### config.mk
export PLATFORM = sky130hd
export DESIGN_NAME = ins_loader
export DESIGN_NICKNAME = d
export VERILOG_FILES = /design/src/rtl/loader_pkg.sv /design/src/rtl/ins_loader.sv
export SDC_FILE = /design/constraint.sdc
export NUM_CORES = 1
export LEC_CHECK = 0
export ABC_AREA = 1
export CELL_PAD_IN_SITES_DETAIL_PLACEMENT = 1
export CELL_PAD_IN_SITES_GLOBAL_PLACEMENT = 2
export CORE_ASPECT_RATIO = 1.5
export CORE_MARGIN = 4
export CORE_UTILIZATION = 30
export DETAILED_ROUTE_END_ITERATION = 7
export PLACE_DENSITY = 0.78
export RECOVER_POWER = 50
export SLEW_MARGIN = 15
export SYNTH_ARGS = -nofsm -noshare
export SYNTH_HDL_FRONTEND = slang
export SYNTH_SLANG_ARGS = --single-unit
### constraint.sdc
create_clock -name clk -period 2.4 [get_ports clk]
set_input_delay 0.72 -clock clk [delete_from_list [all_inputs] [get_ports clk]]
set_output_delay 0.72 -clock clk [all_outputs]
set_load 0.01 [all_outputs]
### src/rtl/loader_pkg.sv
// Shared loader definitions: memory geometry and loader state encoding.
// The CPU instruction-memory module imports the same package.
package loader_pkg;

    localparam int unsigned DEPTH = 128;
    localparam int unsigned AW    = 7;
    localparam int unsigned ST_W  = 3;

    localparam logic [ST_W-1:0] ST_IDLE   = 3'd0;
    localparam logic [ST_W-1:0] ST_LEN_LO = 3'd1;
    localparam logic [ST_W-1:0] ST_LEN_HI = 3'd2;
    localparam logic [ST_W-1:0] ST_DATA   = 3'd3;
    localparam logic [ST_W-1:0] ST_WRITE  = 3'd4;
    localparam logic [ST_W-1:0] ST_DONE   = 3'd5;
    localparam logic [ST_W-1:0] ST_ERR    = 3'd6;

    typedef enum logic [ST_W-1:0] {
        IDLE   = ST_IDLE,
        LEN_LO = ST_LEN_LO,
        LEN_HI = ST_LEN_HI,
        DATA   = ST_DATA,
        WRITE  = ST_WRITE,
        DONE   = ST_DONE,
        ERR    = ST_ERR
    } state_t;

    // States in which the loader takes bytes from the stream.
    function automatic logic accepts(input state_t s);
        return (s == LEN_LO) || (s == LEN_HI) || (s == DATA);
    endfunction

endpackage

### src/rtl/ins_loader.sv
// Byte-stream instruction loader: reads a 16-bit word count and 4N bytes,
// writes little-endian words into instruction memory, then releases the CPU.
module ins_loader #(
    parameter int unsigned DEPTH = loader_pkg::DEPTH,
    parameter int unsigned AW    = loader_pkg::AW
) (
    input  logic          clk,
    input  logic          rst,
    input  logic          start,
    input  logic [7:0]    in_data,
    input  logic          in_valid,
    output logic          in_ready,
    output logic          ins_we,
    output logic [AW-1:0] ins_addr,
    output logic [31:0]   ins_wdata,
    output logic          cpu_rst,
    output logic          done,
    output logic          err
);
    import loader_pkg::*;

    localparam int unsigned LW = 16;

    state_t          state_q, state_d;
    logic [LW-1:0]   len_q, len_d;
    logic [AW-1:0]   widx_q, widx_d;
    logic [1:0]      bcnt_q, bcnt_d;
    logic [31:0]     asm_q, asm_d;
    logic [AW-1:0]   addr_d;
    logic [31:0]     wdata_d;
    logic            we_d;
    logic            ready_d;
    logic            cpu_rst_d;
    logic            done_d;
    logic            err_d;
    logic            xfer;

    assign xfer = in_valid & in_ready;

    // State and registered outputs.
    always_ff @(posedge clk) begin
        if (!rst) begin
            state_q   <= IDLE;
            len_q     <= '0;
            widx_q    <= '0;
            bcnt_q    <= '0;
            asm_q     <= '0;
            in_ready  <= 1'b0;
            ins_we    <= 1'b0;
            ins_addr  <= '0;
            ins_wdata <= '0;
            cpu_rst   <= 1'b1;
            done      <= 1'b0;
            err       <= 1'b0;
        end else begin
            state_q   <= state_d;
            len_q     <= len_d;
            widx_q    <= widx_d;
            bcnt_q    <= bcnt_d;
            asm_q     <= asm_d;
            in_ready  <= ready_d;
            ins_we    <= we_d;
            ins_addr  <= addr_d;
            ins_wdata <= wdata_d;
            cpu_rst   <= cpu_rst_d;
            done      <= done_d;
            err       <= err_d;
        end
    end

    // Next state, counters and next-cycle outputs.
    always_comb begin
        state_d = state_q;
        len_d   = len_q;
        widx_d  = widx_q;
        bcnt_d  = bcnt_q;
        asm_d   = asm_q;
        addr_d  = ins_addr;
        wdata_d = ins_wdata;
        we_d    = 1'b0;

        // Start wins over everything, including a byte offered in the same cycle.
        if (start) begin
            state_d = LEN_LO;
            len_d   = '0;
            widx_d  = '0;
            bcnt_d  = '0;
            asm_d   = '0;
        end else begin
            case (state_q)
                IDLE: ;
                LEN_LO: begin
                    if (xfer) begin
                        len_d   = {8'h00, in_data};
                        state_d = LEN_HI;
                    end
                end
                LEN_HI: begin
                    if (xfer) begin
                        len_d  = {in_data, len_q[7:0]};
                        widx_d = '0;
                        bcnt_d = '0;
                        if ((len_d == '0) || (len_d > LW'(DEPTH))) begin
                            state_d = ERR;
                        end else begin
                            state_d = DATA;
                        end
                    end
                end
                DATA: begin
                    if (xfer) begin
                        // First byte lands in bits [7:0] after four right shifts.
                        asm_d = {in_data, asm_q[31:8]};
                        if (bcnt_q == 2'd3) begin
                            bcnt_d  = '0;
                            state_d = WRITE;
                            we_d    = 1'b1;
                            addr_d  = widx_q;
                            wdata_d = asm_d;
                        end else begin
                            bcnt_d = bcnt_q + 2'd1;
                        end
                    end
                end
                WRITE: begin
                    if (widx_q == AW'(len_q - LW'(1))) begin
                        state_d = DONE;
                    end else begin
                        widx_d  = widx_q + AW'(1);
                        state_d = DATA;
                    end
                end
                DONE: ;
                ERR: ;
                default: state_d = IDLE;
            endcase
        end

        ready_d   = accepts(state_d);
        cpu_rst_d = (state_d != DONE);
        done_d    = (state_d == DONE);
        err_d     = (state_d == ERR);
    end

endmodule

Word-level counts from Yosys, hierarchy flattened
Cells that the tools add are included.

storage, ports and cells
  logic and storage cells = 73
  flip-flop bits (word level) = 96
  output and inout bits = 44
  input port bits = 12

operators by class
  $add $sub $neg = 3
  multiplexer cells = 19
  bitwise gates (word level) = 6
  reductions and logical operators = 15
  order comparisons = 1
  equality and inequality tests = 17

operators by type and width
  kind                   number
  $mux W16               2
  $pmux W16 S2           1
  $mux W3                7
  $gt A16 B8 Y1 const B  1
  $logic_not A16 Y1      1
  $eq A3 B3 Y1 const B   5
  $pmux W3 S5            1
  $mux W7                2
  $pmux W7 S2            1
  $eq A3 B2 Y1 const B   4
  $reduce_and A3 Y1      3
  $add A7 B1 Y7 const B  1
  $eq A7 B7 Y1           1
  $sub A7 B1 Y7 const B  1
  $eq A3 B1 Y1 const B   2
  $mux W2                3
  $ne A2 B2 Y1 const B   3
  $not A1 Y1             5
  $pmux W2 S2            1
  $reduce_and A4 Y1      1
  $reduce_bool A2 Y1     2
  $reduce_or A4 Y1       1
  $logic_not A3 Y1       1
  $logic_or A1 B1 Y1     3
  other kinds (8)        8

Longest topological paths before layout
  depth after elaboration = 9
  depth in mapped cells = 17
  mapped depth without buffers = 17

Least setup slack after synthesis
No wires, ideal clock.

  path type = in2reg
  start = in in_valid
  end = reg ins_addr[3]
  buffers on the path = 1
  slack = 571 ps
  data arrival time = 1713 ps
  required time = 2284 ps
  setup time = 116 ps
  cell stages on the path = 10
  cell sequence = nand2_1 -> inv_1 -> nand2_1 -> nor2_1 -> inv_2 -> nor2_4 -> inv_2 -> clkbuf_1 -> nor2_1 -> nor2_1

between the ends
  cells in the longest elaborated chain, start to end = 2

ends and longest elaborated chain
  element                             line              RTL
  start, declared                     ins_loader.sv:11  input logic in_valid,
  $and A1 B1 Y1                       ins_loader.sv:38  assign xfer = in_valid & in_ready;
  $reduce_and A4 Y1 (no source line)  n/a
  end signal, assigned                ins_loader.sv:63  ins_addr <= addr_d;
  end, declared                       ins_loader.sv:14  output logic [AW-1:0] ins_addr,

No other way between the ends.
A chain may end at the register's enable or synchronous reset.

Final worst setup path
  start = in in_valid
  end = reg asm_q[13]

between the ends
  cells in the longest elaborated chain, start to end = 2

ends and longest elaborated chain
  element                             line              RTL
  $and A1 B1 Y1                       ins_loader.sv:38
  $reduce_and A2 Y1 (no source line)  n/a
  end signal, assigned                ins_loader.sv:60  asm_q <= asm_d;
  end, declared                       ins_loader.sv:28  logic [31:0] asm_q, asm_d;

No other way between the ends.

==> results.py <==
metrics = {
    "status": {
        "run_status": "completed",
    },
    "timing": {
        "setup_tns_ns": 0,
        "fin_crit_ns": 2.15,
        "slew_headroom_pct": 62.2,
        "hold_viol": 0,
        "worstMarginPinSlew_ns": 0.567,
        "final.setup_skew_ns": 0.00873,
        "rsz0062_at_grt": "no",
        "setup_viol": 0,
        "finalCritPeriodShare_pct": 89.7,
        "fmax_mhz": 465,
        "slew_viol_final": 0,
        "whs_ns": 0.466,
    },
    "critical_path": {
        "cp.required_ns": 2.67,
        "cp_max_fo": 31,
        "worstPathArrival_ns": 2.42,
        "end_kind": "flop",
        "path_class": "in2reg",
        "startpoint_type": "input pin",
    },
    "grt": {
        "grt_antenna_before_repair": 0,
        "track_usage_pct": 16.4,
        "grt_overflow": 0,
        "grt_pass1_wl_um": 18000,
        "grt_pass1_vias": 3623,
        "grt_max_degree": 42,
    },
    "placement": {
        "portBuffers": 55,
        "dp_hpwl_um": 8030,
        "gp_congestion": 0.838,
        "dp.cells": 692,
    },
    "final_layout": {
        "drive_gt1_share_pct": 7.89,
        "instances_no_fill": 708,
        "area_growth_pct": 30.7,
        "diodes": 0,
        "fin_nets": 568,
        "num-fill-cells": 1430,
    },
    "power_and_ir_drop": {
        "p_sw_share_pct": 23.0,
        "leakagePower_nw": 2.04,
        "power_frac_clock_pct": 45.3,
        "ir_drop_mv": 0.313,
        "p_sw_uw": 675,
        "internal-power_mw": 2.26,
        "seqPwrFrac_pct": 50.2,
        "pwr_density_cell_nw_per_um2": 627,
        "combPwrFrac_pct": 4.5,
        "power_mw": 2.93,
    },
    "clock_network": {
        "cts_inserted_buffers": 9,
        "clk_pin_slew_worst_paths_ns": 0.06,
        "hold_buffers": 0,
        "cts-root-buf": "clkbuf_16",
        "cts_resized": 0,
        "post_cts_buffers": 0,
        "cts_buffer_depth": 2,
        "clock_sinks": 88,
        "ctsHtreeMaxLevel": 3,
        "cts_tree": "done",
        "clk_latency_ns": 0.34,
    },
    "floorplanning": {
        "start_util_pct": 30.9,
        "rows": 48,
        "core_area_um2": 11600,
        "die-area_um2": 13800,
        "die_w_um": 97.2,
        "io_pins": 56,
        "die_h_um": 142,
    },
    "synthesis": {
        "synth.most_common_cell": "nor2_1",
        "synthXorXnorAreaFrac_pct": 1.96,
        "synth_async_sr_flop_share_pct": 0,
        "yosysTopAreaCell": "dfxtp_1",
        "yosysSeqAreaShare_pct": 49.2,
        "yosys_warnings": 0,
        "yosys-top-cells-count": "nor2_1 (106), dfxtp_1 (88), nand2_1 (74)",
        "ys_types": 27,
        "synth_ff_type": "dfxtp_1",
        "synth_top_area_share_pct": 49.2,
        "synth_top_family_by_area": "simple AND/OR/NAND/NOR gates",
        "synth-adder-area-share_pct": 1.05,
        "synth_area_leaders": "dfxtp_1 (49%), nor2_1 (11%), o21ai_0 (9.4%)",
        "synth_cells": 489,
        "synth_edf_count": 0,
        "ys_ff_latch": 88,
        "synthSimpleGateAreaFrac_pct": 25.0,
        "synth_nets": 504,
        "synth_mux_area_share_pct": 0,
        "synth_compound_area_share_pct": 16.3,
        "syn-cell-area_um2": 3580,
        "syn_area_per_cell_um2": 7.32,
    },
    "drt": {
        "wl_per_cell_um": 15.4,
        "firstDrtPassIters": 4,
        "drt-initial-drc-count": 119,
        "ant_nets": 0,
        "vias": 3397,
        "vias_per_cell": 4.80,
        "wirelength_um": 10900,
        "drc": 0,
    },
    "flow_run": {
        "cap_viol_max_count": 0,
    },
    "hold_path": {
        "hp-class": "reg2reg",
    },
}
==> cells by family (layout without fill, tap and decap cells) <==
logic type,count (synthesis),in the layout
buf+inv,62,131
xor+xnor,8,8
fa+ha+maj,3,3
simple gates,216,216
flops,88,88
compound gates,112,112
==> per-stage QoR <==
step                instance area, µm²  util (%)  setup WS, ns
floorplan                         3580         -         0.571
global placement                  4410      38.0      -0.00347
finish                            4680      40.3         0.248
global route                      4680      40.3        0.0670
detailed placement                4410      38.0        0.0125
CTS                               4690      40.4         0.291
==> final timing paths <==
kind / start / endpoint / slack, ns / cells after the start
worst max register to register: len_q[0] / widx_q[1] / 0.33 / 15
worst max-delay path: in_valid / asm_q[13] / 0.25 / 7
worst min register to register: asm_q[10] / asm_q[10] / 0.47 / 2
worst min-delay path: asm_q[10] / asm_q[10] / 0.47 / 2
==> layer usage <==
metal  global-route usage, %  wire [µm]  vias up  part of all wire [%]
met4                    6.73        267        0                   2.4
met5                       0          0        -                     0
met1                    18.1       4610     1631                    42
li1                        -          -     1707                     -
met2                    30.8       5800       43                    53
met3                    2.71        222       16                   2.0
==> cell usage in the layout, fill, tap and decap left out, drive strengths merged <==
| cell type | n |
|---|---|
| xnor2 | 2 |
| nand3 | 18 |
| or2 | 1 |
| clkinv | 3 |
| nand2 | 77 |
| a211oi | 5 |
| nor2 | 109 |
| nor3 | 5 |
| buf | 17 |
| dfxtp | 88 |
| nand3b | 1 |
| xor2 | 6 |
| a21oi | 39 |
| nand4 | 5 |
| dlygate4sd3 | 34 |
| o21ai | 67 |
| ha | 3 |
| clkbuf | 13 |
| clkinvlp | 1 |
| inv | 42 |
| a21boi | 1 |
| clkdlybuf4s50 | 21 |
==> sequential cells by signal (all words and copies together), names as in the netlist <==
register   cells
asm_q         24
cpu_rst        1
len_q          8
err            1
widx_q         7
ins_addr       7
state_q        3
in_ready       1
ins_wdata     32
done           1
ins_we         1
bcnt_q         2
==> power by group through the flow <==
stage | registers, mW | clock network, mW | logic (mW)
finish | 1.47 | 1.33 | 0.132
global route | 1.47 | 1.43 | 0.147
CTS | 1.47 | 1.37 | 0.135
detailed placement | 1.50 | 0 | 0.135
global placement | 1.50 | 0 | 0.133
floorplan | 1.50 | 0 | 0.0620
==> worst max-delay path, cell delays in order <==
cell and delay [ns]:
dlygate4sd3_1 0.52, nand2_1 0.08, buf_4 0.16, nor2_2 0.14
clkbuf_2 0.49, nand2_1 0.14, a21oi_1 0.16
==> cell type report <==
cell class                 count  area (µm²)  share of cell area (%)
clock buffer                  11         243                    5.19
clock inverter                 5        38.8                   0.829
inverter                      41         154                    3.29
multi-input combinational    339        1580                    33.8
sequential                    88        1760                    37.7
tap                          150         188                    4.01
timing repair buffer          74         713                    15.2
(Power assumes the default switching activity.)
